[src/rtl/alu_mdu_pkg.sv]
// Shared types for the ALU/MDU slice: alu_op class codes, internal op enum, FSM states.
package alu_mdu_pkg;

  localparam logic [2:0] ALU_OP_ADDR   = 3'b000;
  localparam logic [2:0] ALU_OP_BRANCH = 3'b001;
  localparam logic [2:0] ALU_OP_RTYPE  = 3'b010;
  localparam logic [2:0] ALU_OP_ITYPE  = 3'b011;
  localparam logic [6:0] FUNCT7_MEXT   = 7'b0000001;

  typedef enum logic [4:0] {
    OP_ADD, OP_SUB, OP_SLL, OP_SLT, OP_SLTU, OP_XOR, OP_SRL, OP_SRA, OP_OR, OP_AND,
    OP_BEQ, OP_BNE, OP_BLT, OP_BGE, OP_BLTU, OP_BGEU,
    OP_MUL, OP_MULH, OP_MULHSU, OP_MULHU, OP_DIV, OP_DIVU, OP_REM, OP_REMU,
    OP_ILLEGAL
  } op_e;

  typedef enum logic [1:0] {S_IDLE, S_MUL, S_DIV, S_DONE} state_e;

endpackage

[src/rtl/alu_mdu_decode.sv]
// Combinational {alu_op, funct3, funct7} -> op_e decoder.
// M-extension encodings decode only when ALU_MDU_M_EN is defined; otherwise they are illegal.
module alu_mdu_decode
  import alu_mdu_pkg::*;
(
  input  logic [2:0] alu_op,
  input  logic [2:0] funct3,
  input  logic [6:0] funct7,
  output op_e        op
);

  always_comb begin
    op = OP_ILLEGAL;
    case (alu_op)
      ALU_OP_ADDR: op = OP_ADD;
      ALU_OP_BRANCH: begin
        case (funct3)
          3'b000:  op = OP_BEQ;
          3'b001:  op = OP_BNE;
          3'b100:  op = OP_BLT;
          3'b101:  op = OP_BGE;
          3'b110:  op = OP_BLTU;
          3'b111:  op = OP_BGEU;
          default: op = OP_ILLEGAL;
        endcase
      end
      ALU_OP_RTYPE, ALU_OP_ITYPE: begin
        if (alu_op == ALU_OP_RTYPE && funct7 == FUNCT7_MEXT) begin
`ifdef ALU_MDU_M_EN
          case (funct3)
            3'b000:  op = OP_MUL;
            3'b001:  op = OP_MULH;
            3'b010:  op = OP_MULHSU;
            3'b011:  op = OP_MULHU;
            3'b100:  op = OP_DIV;
            3'b101:  op = OP_DIVU;
            3'b110:  op = OP_REM;
            default: op = OP_REMU;
          endcase
`else
          op = OP_ILLEGAL;
`endif
        end else begin
          case (funct3)
            // Immediates have no SUB form, so funct7[5] only selects SUB for R-type.
            3'b000:  op = (alu_op == ALU_OP_RTYPE && funct7[5]) ? OP_SUB : OP_ADD;
            3'b001:  op = OP_SLL;
            3'b010:  op = OP_SLT;
            3'b011:  op = OP_SLTU;
            3'b100:  op = OP_XOR;
            3'b101:  op = funct7[5] ? OP_SRA : OP_SRL;
            3'b110:  op = OP_OR;
            default: op = OP_AND;
          endcase
        end
      end
      default: op = OP_ILLEGAL;
    endcase
  end

endmodule

[src/rtl/alu_mdu.sv]
// Single-cycle RV32I-style ALU with optional iterative multiply/divide (macro ALU_MDU_M_EN).
// Handshake: a request transfers on in_valid && in_ready, a result on out_valid && out_ready.
module alu_mdu
  import alu_mdu_pkg::*;
#(
  parameter int XLEN  = 32,
  parameter int CNT_W = $clog2(XLEN) + 1
) (
  input  logic            clk,
  input  logic            rst_n,
  input  logic            in_valid,
  output logic            in_ready,
  input  logic [2:0]      alu_op,
  input  logic [2:0]      funct3,
  input  logic [6:0]      funct7,
  input  logic [XLEN-1:0] op_a,
  input  logic [XLEN-1:0] op_b,
  output logic            out_valid,
  input  logic            out_ready,
  output logic [XLEN-1:0] result,
  output logic            out_err,
  output logic            busy,
  output state_e          dbg_state
);

  localparam int SH_W = $clog2(XLEN);

  state_e          state_q, state_d, start_state;
  op_e             dec_op;
  logic            accept, iter_done;
  logic [XLEN-1:0] sc_res, one_res, it_res, result_q;
  logic            err_q;
  logic [SH_W-1:0] shamt;

  alu_mdu_decode u_decode (.alu_op(alu_op), .funct3(funct3), .funct7(funct7), .op(dec_op));

  assign in_ready  = (state_q == S_IDLE) || (state_q == S_DONE && out_ready);
  assign accept    = in_valid && in_ready;
  assign out_valid = (state_q == S_DONE);
  assign busy      = (state_q == S_MUL) || (state_q == S_DIV);
  assign result    = result_q;
  assign out_err   = err_q;
  assign dbg_state = state_q;
  assign shamt     = op_b[SH_W-1:0];

  always_comb begin
    sc_res = '0;
    case (dec_op)
      OP_ADD:  sc_res = op_a + op_b;
      OP_SUB:  sc_res = op_a - op_b;
      OP_SLL:  sc_res = op_a << shamt;
      OP_SLT:  sc_res = XLEN'($signed(op_a) < $signed(op_b));
      OP_SLTU: sc_res = XLEN'(op_a < op_b);
      OP_XOR:  sc_res = op_a ^ op_b;
      OP_SRL:  sc_res = op_a >> shamt;
      OP_SRA:  sc_res = $unsigned($signed(op_a) >>> shamt);
      OP_OR:   sc_res = op_a | op_b;
      OP_AND:  sc_res = op_a & op_b;
      OP_BEQ:  sc_res = XLEN'(op_a == op_b);
      OP_BNE:  sc_res = XLEN'(op_a != op_b);
      OP_BLT:  sc_res = XLEN'($signed(op_a) < $signed(op_b));
      OP_BGE:  sc_res = XLEN'($signed(op_a) >= $signed(op_b));
      OP_BLTU: sc_res = XLEN'(op_a < op_b);
      OP_BGEU: sc_res = XLEN'(op_a >= op_b);
      default: sc_res = '0;
    endcase
  end

`ifdef ALU_MDU_M_EN
  op_e              op_q;
  logic [CNT_W-1:0] cnt_q;
  logic [XLEN-1:0]  hi_q, lo_q, m_q, hi_d, lo_d, mag_a, mag_b, mc_res;
  logic             neg_q, neg_d, a_neg, b_neg, is_mul, is_div, div_zero, div_ovf;
  logic [XLEN:0]    mul_sum, div_shift, div_diff;
  logic [2*XLEN:0]  mul_shift;
  logic [2*XLEN-1:0] prod;

  always_comb begin
    is_mul   = dec_op inside {OP_MUL, OP_MULH, OP_MULHSU, OP_MULHU};
    a_neg    = (dec_op inside {OP_MULH, OP_MULHSU, OP_DIV, OP_REM}) && op_a[XLEN-1];
    b_neg    = (dec_op inside {OP_MULH, OP_DIV, OP_REM}) && op_b[XLEN-1];
    mag_a    = a_neg ? -op_a : op_a;
    mag_b    = b_neg ? -op_b : op_b;
    div_zero = (dec_op inside {OP_DIV, OP_DIVU, OP_REM, OP_REMU}) && (op_b == '0);
    div_ovf  = (dec_op inside {OP_DIV, OP_REM}) && (op_a == {1'b1, {(XLEN-1){1'b0}}}) && (op_b == '1);
    is_div   = (dec_op inside {OP_DIV, OP_DIVU, OP_REM, OP_REMU}) && !div_zero && !div_ovf;
    // Remainder takes the dividend's sign; quotient and product take the xor.
    neg_d    = (dec_op == OP_REM) ? a_neg : (a_neg ^ b_neg);
    mc_res   = '0;
    if (div_zero)     mc_res = (dec_op inside {OP_DIV, OP_DIVU}) ? '1 : op_a;
    else if (div_ovf) mc_res = (dec_op == OP_DIV) ? op_a : '0;
    one_res     = (div_zero || div_ovf) ? mc_res : sc_res;
    start_state = is_mul ? S_MUL : (is_div ? S_DIV : S_DONE);
  end

  // One iteration per cycle: shift-add multiply or restoring divide on magnitudes.
  always_comb begin
    mul_sum   = {1'b0, hi_q} + (lo_q[0] ? {1'b0, m_q} : '0);
    mul_shift = {mul_sum, lo_q} >> 1;
    div_shift = {hi_q, lo_q[XLEN-1]};
    div_diff  = div_shift - {1'b0, m_q};
    if (state_q == S_MUL) begin
      hi_d = mul_shift[2*XLEN-1:XLEN];
      lo_d = mul_shift[XLEN-1:0];
    end else if (!div_diff[XLEN]) begin
      hi_d = div_diff[XLEN-1:0];
      lo_d = {lo_q[XLEN-2:0], 1'b1};
    end else begin
      hi_d = div_shift[XLEN-1:0];
      lo_d = {lo_q[XLEN-2:0], 1'b0};
    end
    prod = neg_q ? -{hi_d, lo_d} : {hi_d, lo_d};
    case (op_q)
      OP_MUL:              it_res = prod[XLEN-1:0];
      OP_DIV, OP_DIVU:     it_res = neg_q ? -lo_d : lo_d;
      OP_REM, OP_REMU:     it_res = neg_q ? -hi_d : hi_d;
      default:             it_res = prod[2*XLEN-1:XLEN];
    endcase
    iter_done = busy && (cnt_q == CNT_W'(XLEN - 1));
  end

  always_ff @(posedge clk or negedge rst_n) begin
    if (!rst_n) begin
      op_q  <= OP_ADD;
      cnt_q <= '0;
      hi_q  <= '0;
      lo_q  <= '0;
      m_q   <= '0;
      neg_q <= 1'b0;
    end else if (accept) begin
      op_q  <= dec_op;
      cnt_q <= '0;
      hi_q  <= '0;
      lo_q  <= is_mul ? mag_b : mag_a;
      m_q   <= is_mul ? mag_a : mag_b;
      neg_q <= neg_d;
    end else if (busy) begin
      cnt_q <= cnt_q + 1'b1;
      hi_q  <= hi_d;
      lo_q  <= lo_d;
    end
  end
`else
  assign one_res     = sc_res;
  assign it_res      = '0;
  assign iter_done   = 1'b0;
  assign start_state = S_DONE;
`endif

  always_comb begin
    state_d = state_q;
    case (state_q)
      S_IDLE:       if (accept) state_d = start_state;
      S_MUL, S_DIV: if (iter_done) state_d = S_DONE;
      S_DONE: begin
        if (accept)         state_d = start_state;
        else if (out_ready) state_d = S_IDLE;
      end
      default:      state_d = S_IDLE;
    endcase
  end

  always_ff @(posedge clk or negedge rst_n) begin
    if (!rst_n) begin
      state_q  <= S_IDLE;
      result_q <= '0;
      err_q    <= 1'b0;
    end else begin
      state_q <= state_d;
      if (accept && start_state == S_DONE) begin
        result_q <= one_res;
        err_q    <= (dec_op == OP_ILLEGAL);
      end else if (iter_done) begin
        result_q <= it_res;
        err_q    <= 1'b0;
      end
    end
  end

endmodule

[config.mk]
export PLATFORM = sky130hd
export DESIGN_NAME = alu_mdu
export DESIGN_NICKNAME = d
export VERILOG_FILES = /design/src/rtl/alu_mdu_pkg.sv /design/src/rtl/alu_mdu_decode.sv /design/src/rtl/alu_mdu.sv
export SDC_FILE = /design/constraint.sdc
export NUM_CORES = 1
export LEC_CHECK = 0
export BUFFER_PORTS_ARGS = -buffer_cell sky130_fd_sc_hd__buf_2
export CELL_PAD_IN_SITES_DETAIL_PLACEMENT = 0
export CELL_PAD_IN_SITES_GLOBAL_PLACEMENT = 1
export CORE_UTILIZATION = 41
export DETAILED_ROUTE_END_ITERATION = 16
export GPL_TIMING_DRIVEN = 0
export HOLD_SLACK_MARGIN = 0.12
export PLACE_DENSITY = 0.86
export SYNTH_ARGS = -nofsm -noshare
export SYNTH_HDL_FRONTEND = slang
export SYNTH_SLANG_ARGS = --single-unit
[constraint.sdc]
create_clock -name clk -period 1.8 [get_ports clk]
set_input_delay 0 -clock clk [delete_from_list [all_inputs] [get_ports clk]]
set_output_delay 0 -clock clk [all_outputs]
set_load 0.02 [all_outputs]
==> results of run 1 <==
[worst min-delay path, cell delays in order]
cell,delay [ns]
buf_8,0.09
fa_1,0.18
a221oi_2,0.07
a31oi_1,0.15
[kinds of logic after synthesis]
kind of cell,Yosys count,synth area share
AOI/OAI and AO/OA,549,0.3415
xor gates and xnor gates,10,0.008119
adders and majority gates,99,0.1162
buffers and inverters,220,0.09023
DFF,34,0.07887
muxes,124,0.1589
other,1,0.0003476
and+or+nand+nor,467,0.2059
[registers in the layout, indices dropped and copies added (netlist names)]
name and count:
dbg_state 1, result 32, out_err 1
[placed cells by master, fill, tap and decap left out, types with 22 or more instances in the layout]
cell and count:
nand3_1 25, a21oi_2 26, mux2_2 22, nand2_1 148
nor2_1 136, a31oi_1 25, o21ai_0 81, mux4_2 35
buf_4 108, dfrtp_1 34, ha_1 86, buf_2 120
o21ai_1 28, a21oi_1 108, inv_1 90, buf_6 39
o211ai_1 38, mux2i_1 50
[layer usage]
| layer | global-route usage | vias to the layer above |
|---|---|---|
| li1 | - | 6067 |
| met1 | 0.6131 | 6894 |
| met2 | 0.6780 | 1206 |
| met3 | 0.1124 | 313 |
| met4 | 0.2921 | 0 |
| met5 | 0 | - |
[power by group through the flow]
stage          clock, mW  sequential (mW)  combinational, mW
2_1_floorplan          0             1.08               2.40
3_3_place_gp           0            0.946               3.95
3_5_place_dp           0            0.947               3.95
4_1_cts            0.930            0.935               4.53
5_1_grt            0.962            0.950               5.20
6_report           0.936            0.940               5.01
[stage by stage]
step / cells / hold WS (ns)
finish: 2064 / 0.2323
global route: 2064 / 0.2587
CTS: 2030 / 0.2364
detailed placement: 1956 / 0.2091
global placement: 1956 / 0.1987
floorplan: 1504 / -0.2956
[final cells by class]
cell class / instances / area share
tap: 335 / 0.02851
timing repair buffer: 226 / 0.1096
inverter: 96 / 0.02817
sequential: 34 / 0.05786
multi-input combinational: 1250 / 0.6944
buffer: 117 / 0.07199
clock buffer: 6 / 0.009445
[worst paths after layout]
check                           slack (ns)    endpoint  depth (start not counted)
worst max-delay path                 -1.16   result[0]                         19
worst max register to register       -0.47  result[20]                          6
min in group asynchronous             0.44  result[29]                          2
max in group asynchronous             0.71  result[13]                          2
worst min-delay path                  0.23   result[1]                          4
worst min register to register        0.49  result[10]                          2
[cells in the mapped netlist, types with 11 or more instances]
| cell type | n |
|---|---|
| o221ai_1 | 13 |
| a211oi_1 | 30 |
| buf_4 | 12 |
| dfrtp_1 | 34 |
| a221oi_1 | 11 |
| nor2b_1 | 16 |
| a21oi_1 | 137 |
| buf_2 | 40 |
| mux2i_1 | 64 |
| nor3_1 | 26 |
| inv_1 | 93 |
| clkbuf_1 | 59 |
| ha_1 | 97 |
| o21ai_0 | 116 |
| nand3_1 | 27 |
| nand2b_1 | 21 |
| o22ai_1 | 15 |
| nand2_1 | 155 |
| mux2_2 | 24 |
| o211ai_1 | 38 |
| a21o_1 | 21 |
| mux4_2 | 35 |
| nor2_1 | 146 |
| a31oi_1 | 29 |
[timing repair]
action,CTS,global route
gates resized for setup,261,117
pin swaps,57,90
endpoints found under the setup margin,33,33
endpoints found under the hold margin,35,0
buffers inserted,71,36
cloned,1,1
hold buffers,3,0
==> results.md, run 1 <==
* Register area share after synthesis at 0.07887
* Placement-stage cell area at roughly 0.012 mm²
* Slew @ Worst Pin at roughly 1.1 ns
* Power Dens Cells at 468.6 mW/mm²
* Unrepaired setup endpoints after global routing: true
* CTS Buf Count at 5
* Row cnt at 59
* DIE AREA at around 0.027 mm²
* Worst hold path type: input pin to flip-flop
* Wire length on met3 at 8.490 mm
* Area occupied by multi-input gates at 0.01021 mm²
* CP Class: input pin to flip-flop
* Final WL at ~64 mm
* Synth top area share at 0.1125
* Filler cells at 2454
* Nets at 1910
* WL/cell at 31.19 µm
* Final Hold Viols at 0
* 1st-pass router iterations at 6
* Number of flops mapped to enable cells by yosys at 0
* Syn_area_per_cell at approximately 7 µm²
* Final Worst Setup Slack at -1.158 ns
* Die Width at between 150 and 200 µm
* Reg area at between 800 and 900 µm²
* Hold wc startpoint: op_b[1]
* Initial antenna violation count at 1
* Sequential share of power at 0.136
* DRC viols at 0
* Worst-path maximum fanout at 5
* Routed via count at 14480
* Area Growth Syn to Fin at 36.30%
* FF-to-FF Start: dbg_state[0]
* Antenna-violating nets left at 0
* Top post-synthesis cells by area: ha_1, dfrtp_1, mux4_2
* CTS sink count at 34
* Detailed Route Iter0 Violations at 1927
* Met1 WL at 24.63 mm
* Worst skew pair latency at ~0.29 ns
* IO Port Bufs at 117
* Place WS at -2.382 ns
* Main flop type after synthesis: dfrtp_1
* CTS H-tree lvls at 2
* Final Cycle Share at 1.643
* Layout cells sized above 1 at 0.3482
* Net Sw Power at 3.600 mW
* Max-Cap Viols at 0
* Total power at ~7 mW
* CP arrival at 3.19 ns
* Ys async rst share at 1.000
* Met2 WL at 26.01 mm
* Vias per Instance at around 7.0
* CP cell instances: buf_8, buf_12, clkinv_8, clkbuf_16, clkbuf_16, buf_12, ha_4, buf_6, nor3b_4, o31ai_4, a31oi_2, buf_4, o211ai_1, buf_4, a211oi_4, a211oi_2, a2111o_1, nand4_1, a221o_1
* Clock power share at 0.136
* Die Y at 164.2 µm
* Post-Syn Nets at ~1700
* Setup crit start kind: input pin
* Final min period at ~3.0 ns
* CTS max path bufs at 2
* TritonCTS clock tree: yes
* Top Layer Used: met4
* Int Power at ~3.3 mW
* Gr usage total at 0.4659
* GPL Wtd Cong at between 1 and 1.5
* Gr ovfl total at 0
* CP startpoint: op_b[2]
* Diode count at 0
* Status: finished with violations
* Fmax at 0.3380 GHz
* Vias in the first global route at 13240
* Peak supply drop at ~0.32 mV
* Cells after Synth at approximately 1500
* First-pass GRT wire length at roughly 90 mm
* Fin util at 0.5675
* Comb pwr share at 0.728
* Final instance area at between 0.01 and 0.015 mm²
* Clock transition at path regs at ~0.070 ns
* Switching share of power at 0.5225
* Max-slew violations at 0
* Critical path's slowest cell: a211oi_4
* Synth area leader: ha_1
* Relative slew margins at 0.2954
* Largest net degree at the start of global routing at 35
* Final setup violation count at 32
* Root Buffer Master: clkbuf_16
* Setup TNS at -24.21 ns
* Buf+Inv Stages, Crit Path at 9
* Cell variety after synth at 101
* Synthesized area at between 0.01 and 0.015 mm²
* DP Wirelength at 47.95 mm
* P_leak at 6.240 nW
* Required time of the critical path at just over 2 ns
* Largest delay contributor family on the critical path: compound AO/OA/AOI/OAI gates
* CP peak stage delay at 0.41 ns
* Kind of end point of the critical path: flip-flop
* #FFs+latches synth at 34
* Starting density of the core at 0.4163
* Syn. warnings at 0
* Core Area at 0.02591 mm²
* Setup Skew at ~0.007 ns
* Ports at 119
* Violations in the final reports: setup timing
No activity file was read; power rests on OpenSTA's default activity.
==> run 2, diff against run 1 <==
CORE_UTILIZATION = 45   (was 41)
PLACE_DENSITY = 0.9   (was 0.86)
clock period = 3.04 ns   (was 1.8 ns; I/O delays follow)
==> run 2 against run 1 <==
The run now ends clean. Core utilization is 3.3 points lower. Register-to-register slack better by 0.56 ns. Cell count is 4.7% lower. Critical path type unchanged. Critical endpoint unchanged. Largest power group unchanged.
==> results.md, run 2 (synthesis results as in run 1) <==
* Final WL at 60.40 mm (-6.2%)
* Setup crit start kind: input pin
* Largest net degree at the start of global routing at 35 (unchanged)
* CP arrival at 3.20 ns (about the same)
* Starting density of the core at 0.4596 (+0.04325)
* Relative slew margins at 0.3002 (+0.004768)
* First-pass GRT wire length at 85.14 mm (-5.5%)
* Most frequent cells in the layout: nand2_1, buf_2, nor2_1
* Worst hold path type: input pin to flip-flop
* Final min period at ~3.0 ns
* Initial antenna violation count at 1 (unchanged)
* Row cnt at 56 (-5.1%)
* Gr usage total at 0.4851 (+0.01927)
* Kind of end point of the critical path: flip-flop
* Hold wc startpoint: alu_op[2]
* Clock transition at path regs at 0.07 ns (about the same)
* Filler cells at 2385 (-2.8%)
* Commonest non-fill, non-tap cell in the layout: nand2_1
* Status: complete, no violations
* Final setup violation count at 0 (-100%)
* Die Width at 156.8 µm (-4.5%)
* Final Hold Viols at 0 (unchanged)
* Max-slew violations at 0 (unchanged)
* IO Port Bufs at 117 (unchanged)
* CP Class: input pin to flip-flop
* Final Cycle Share at 0.9916
* Worst skew pair latency at 0.30 ns (about the same)
* Slew @ Worst Pin at 1.044 ns (-0.01284 ns)
* P_leak at 5.388 nW (-14%)
* FF-to-FF Start: dbg_state[0]
* Total power at 3.636 mW (-47%)
* Detailed Route Iter0 Violations at 1965 (+2.0%)
* Fmax at 0.3317 GHz
* Ports at 119 (unchanged)
* Area occupied by multi-input gates at 0.009274 mm² (-9.2%)
* Root Buffer Master: clkbuf_16
* Setup TNS at 0 ns (+24.21 ns)
* Final std cells w/o fill at 1966 (-4.7%)
* Worst-path maximum fanout at 8 (+3)
* Routed via count at 13990 (-3.4%)
* Power Dens Cells at 290.0 mW/mm² (-38%)
* Reg area at 850.8 µm² (unchanged)
* Setup Skew at 0.005045 ns (-0.002061 ns)
* WL/cell at 30.72 µm (-1.5%)
* Vias in the first global route at 12700 (-4.0%)
* CTS max path bufs at 2 (unchanged)
* Gr ovfl total at 0 (unchanged)
* Place WS at -1.707 ns (+0.6755 ns)
* DP Wirelength at 47.33 mm (-1.3%)
* Antenna-violating nets left at 0 (unchanged)
* Fin util at 0.5343 (-0.03321)
* Layout cells sized above 1 at 0.2162 (-0.1320)
* Unrepaired setup endpoints after global routing: true
* Hold Path Cell Cnt at 6 (+2)
* CTS H-tree lvls at 2 (unchanged)
* DRC viols at 0 (unchanged)
* DIE AREA at 0.02460 mm² (-8.8%)
* Vias per Instance at 7.117 (+1.5%)
* Nets at 1826 (-4.4%)
* Required time of the critical path at 3.22 ns (+1.19 ns)
* Reg2reg path depth at 8 (+2)
* TritonCTS clock tree: yes
* Max FFs per register at 32 (unchanged)
* Die Y at 156.8 µm (-4.5%)
* 1st-pass router iterations at 6 (unchanged)
* Final Worst Setup Slack at 0.02542 ns (+1.184 ns)
* GPL Wtd Cong at 1.059 (+2.1%)
* Placed Instances at 1940 (-0.82%)
* Diode count at 0 (unchanged)
* CTS Buf Count at 5 (unchanged)
* CP startpoint: op_a[7]
* CTS sink count at 34 (unchanged)
* Core Area at 0.02347 mm² (-9.4%)
* Max-Cap Viols at 0 (unchanged)
* Area Growth Syn to Fin at 16.25%
* Peak supply drop at 0.2215 mV (-31%)
run 2: changes by cell type in the layout (fill, tap and decap cells not counted), moves of 14 or more:
cell      change
clkbuf_1     +26
clkbuf_2     -14
o21ai_1      -18
a21oi_1      +26
a21oi_2      -22
o21ai_0      +32
buf_6        -29
mux2i_1      +14
buf_2        +29
buf_4        -74
run 2: layout make-up:
class,instances,area share
Clock inverter,1,0.0003991
Multi-Input combinational cell,1250,0.7395
Tap cell,319,0.03183
Clock buffer,7,0.01137
Buffer,118,0.05437
Sequential cell,34,0.06784
Inverter,96,0.03133
Timing Repair Buffer,141,0.06335
run 2: critical path, cell delays in order:
cell     delay (ns)
buf_2          0.21
inv_1          0.15
ha_1           0.49
nor4_4         0.42
buf_4          0.22
nand4_1        0.08
or4_4          0.56
mux2_2         0.29
o22ai_1        0.15
o21ai_1        0.07
nor2_1         0.11
nand4_1        0.11
a221o_1        0.33
run 2: what timing repair did:
item / CTS / global route
endpoints found under the hold margin: 35 / 0
gates resized for setup: 68 / 40
gates cloned: 0 / 0
buffers inserted: 10 / 11
setup endpoints to repair: 30 / 15
pin swaps: 15 / 10
hold buffers: 3 / 0
run 2: through the flow:
stage	hold slack [ns]	cell area [µm²]
finish	0.3055	12540
global route	0.3305	12540
CTS	0.2990	12330
detailed placement	0.2131	11800
global placement	0.1902	11800
floorplan	-0.2956	10810
run 2: final timing paths:
kind / to / slack (ns)
setup reg to reg: result[27] / 0.09
min in group asynchronous: result[28] / 0.42
setup / recovery: result[0] / 0.03
hold / removal: result[19] / 0.31
hold reg to reg: result[8] / 0.49
max in group asynchronous: result[10] / 1.96
run 2: power breakdown:
group / leakage [nW] / switching, mW / internal (mW)
Clock: 0.0739 / 0.260 / 0.327
Combinational: 4.89 / 1.66 / 0.833
Sequential: 0.423 / 0.0418 / 0.516
run 2: layer usage:
metal / share of wire / global-route usage / vias up
met3: 0.13 / 0.1074 / 260
li1: - / - / 5902
met1: 0.39 / 0.6405 / 6622
met5: 0 / 0 / -
met4: 0.072 / 0.2904 / 0
met2: 0.41 / 0.7175 / 1209
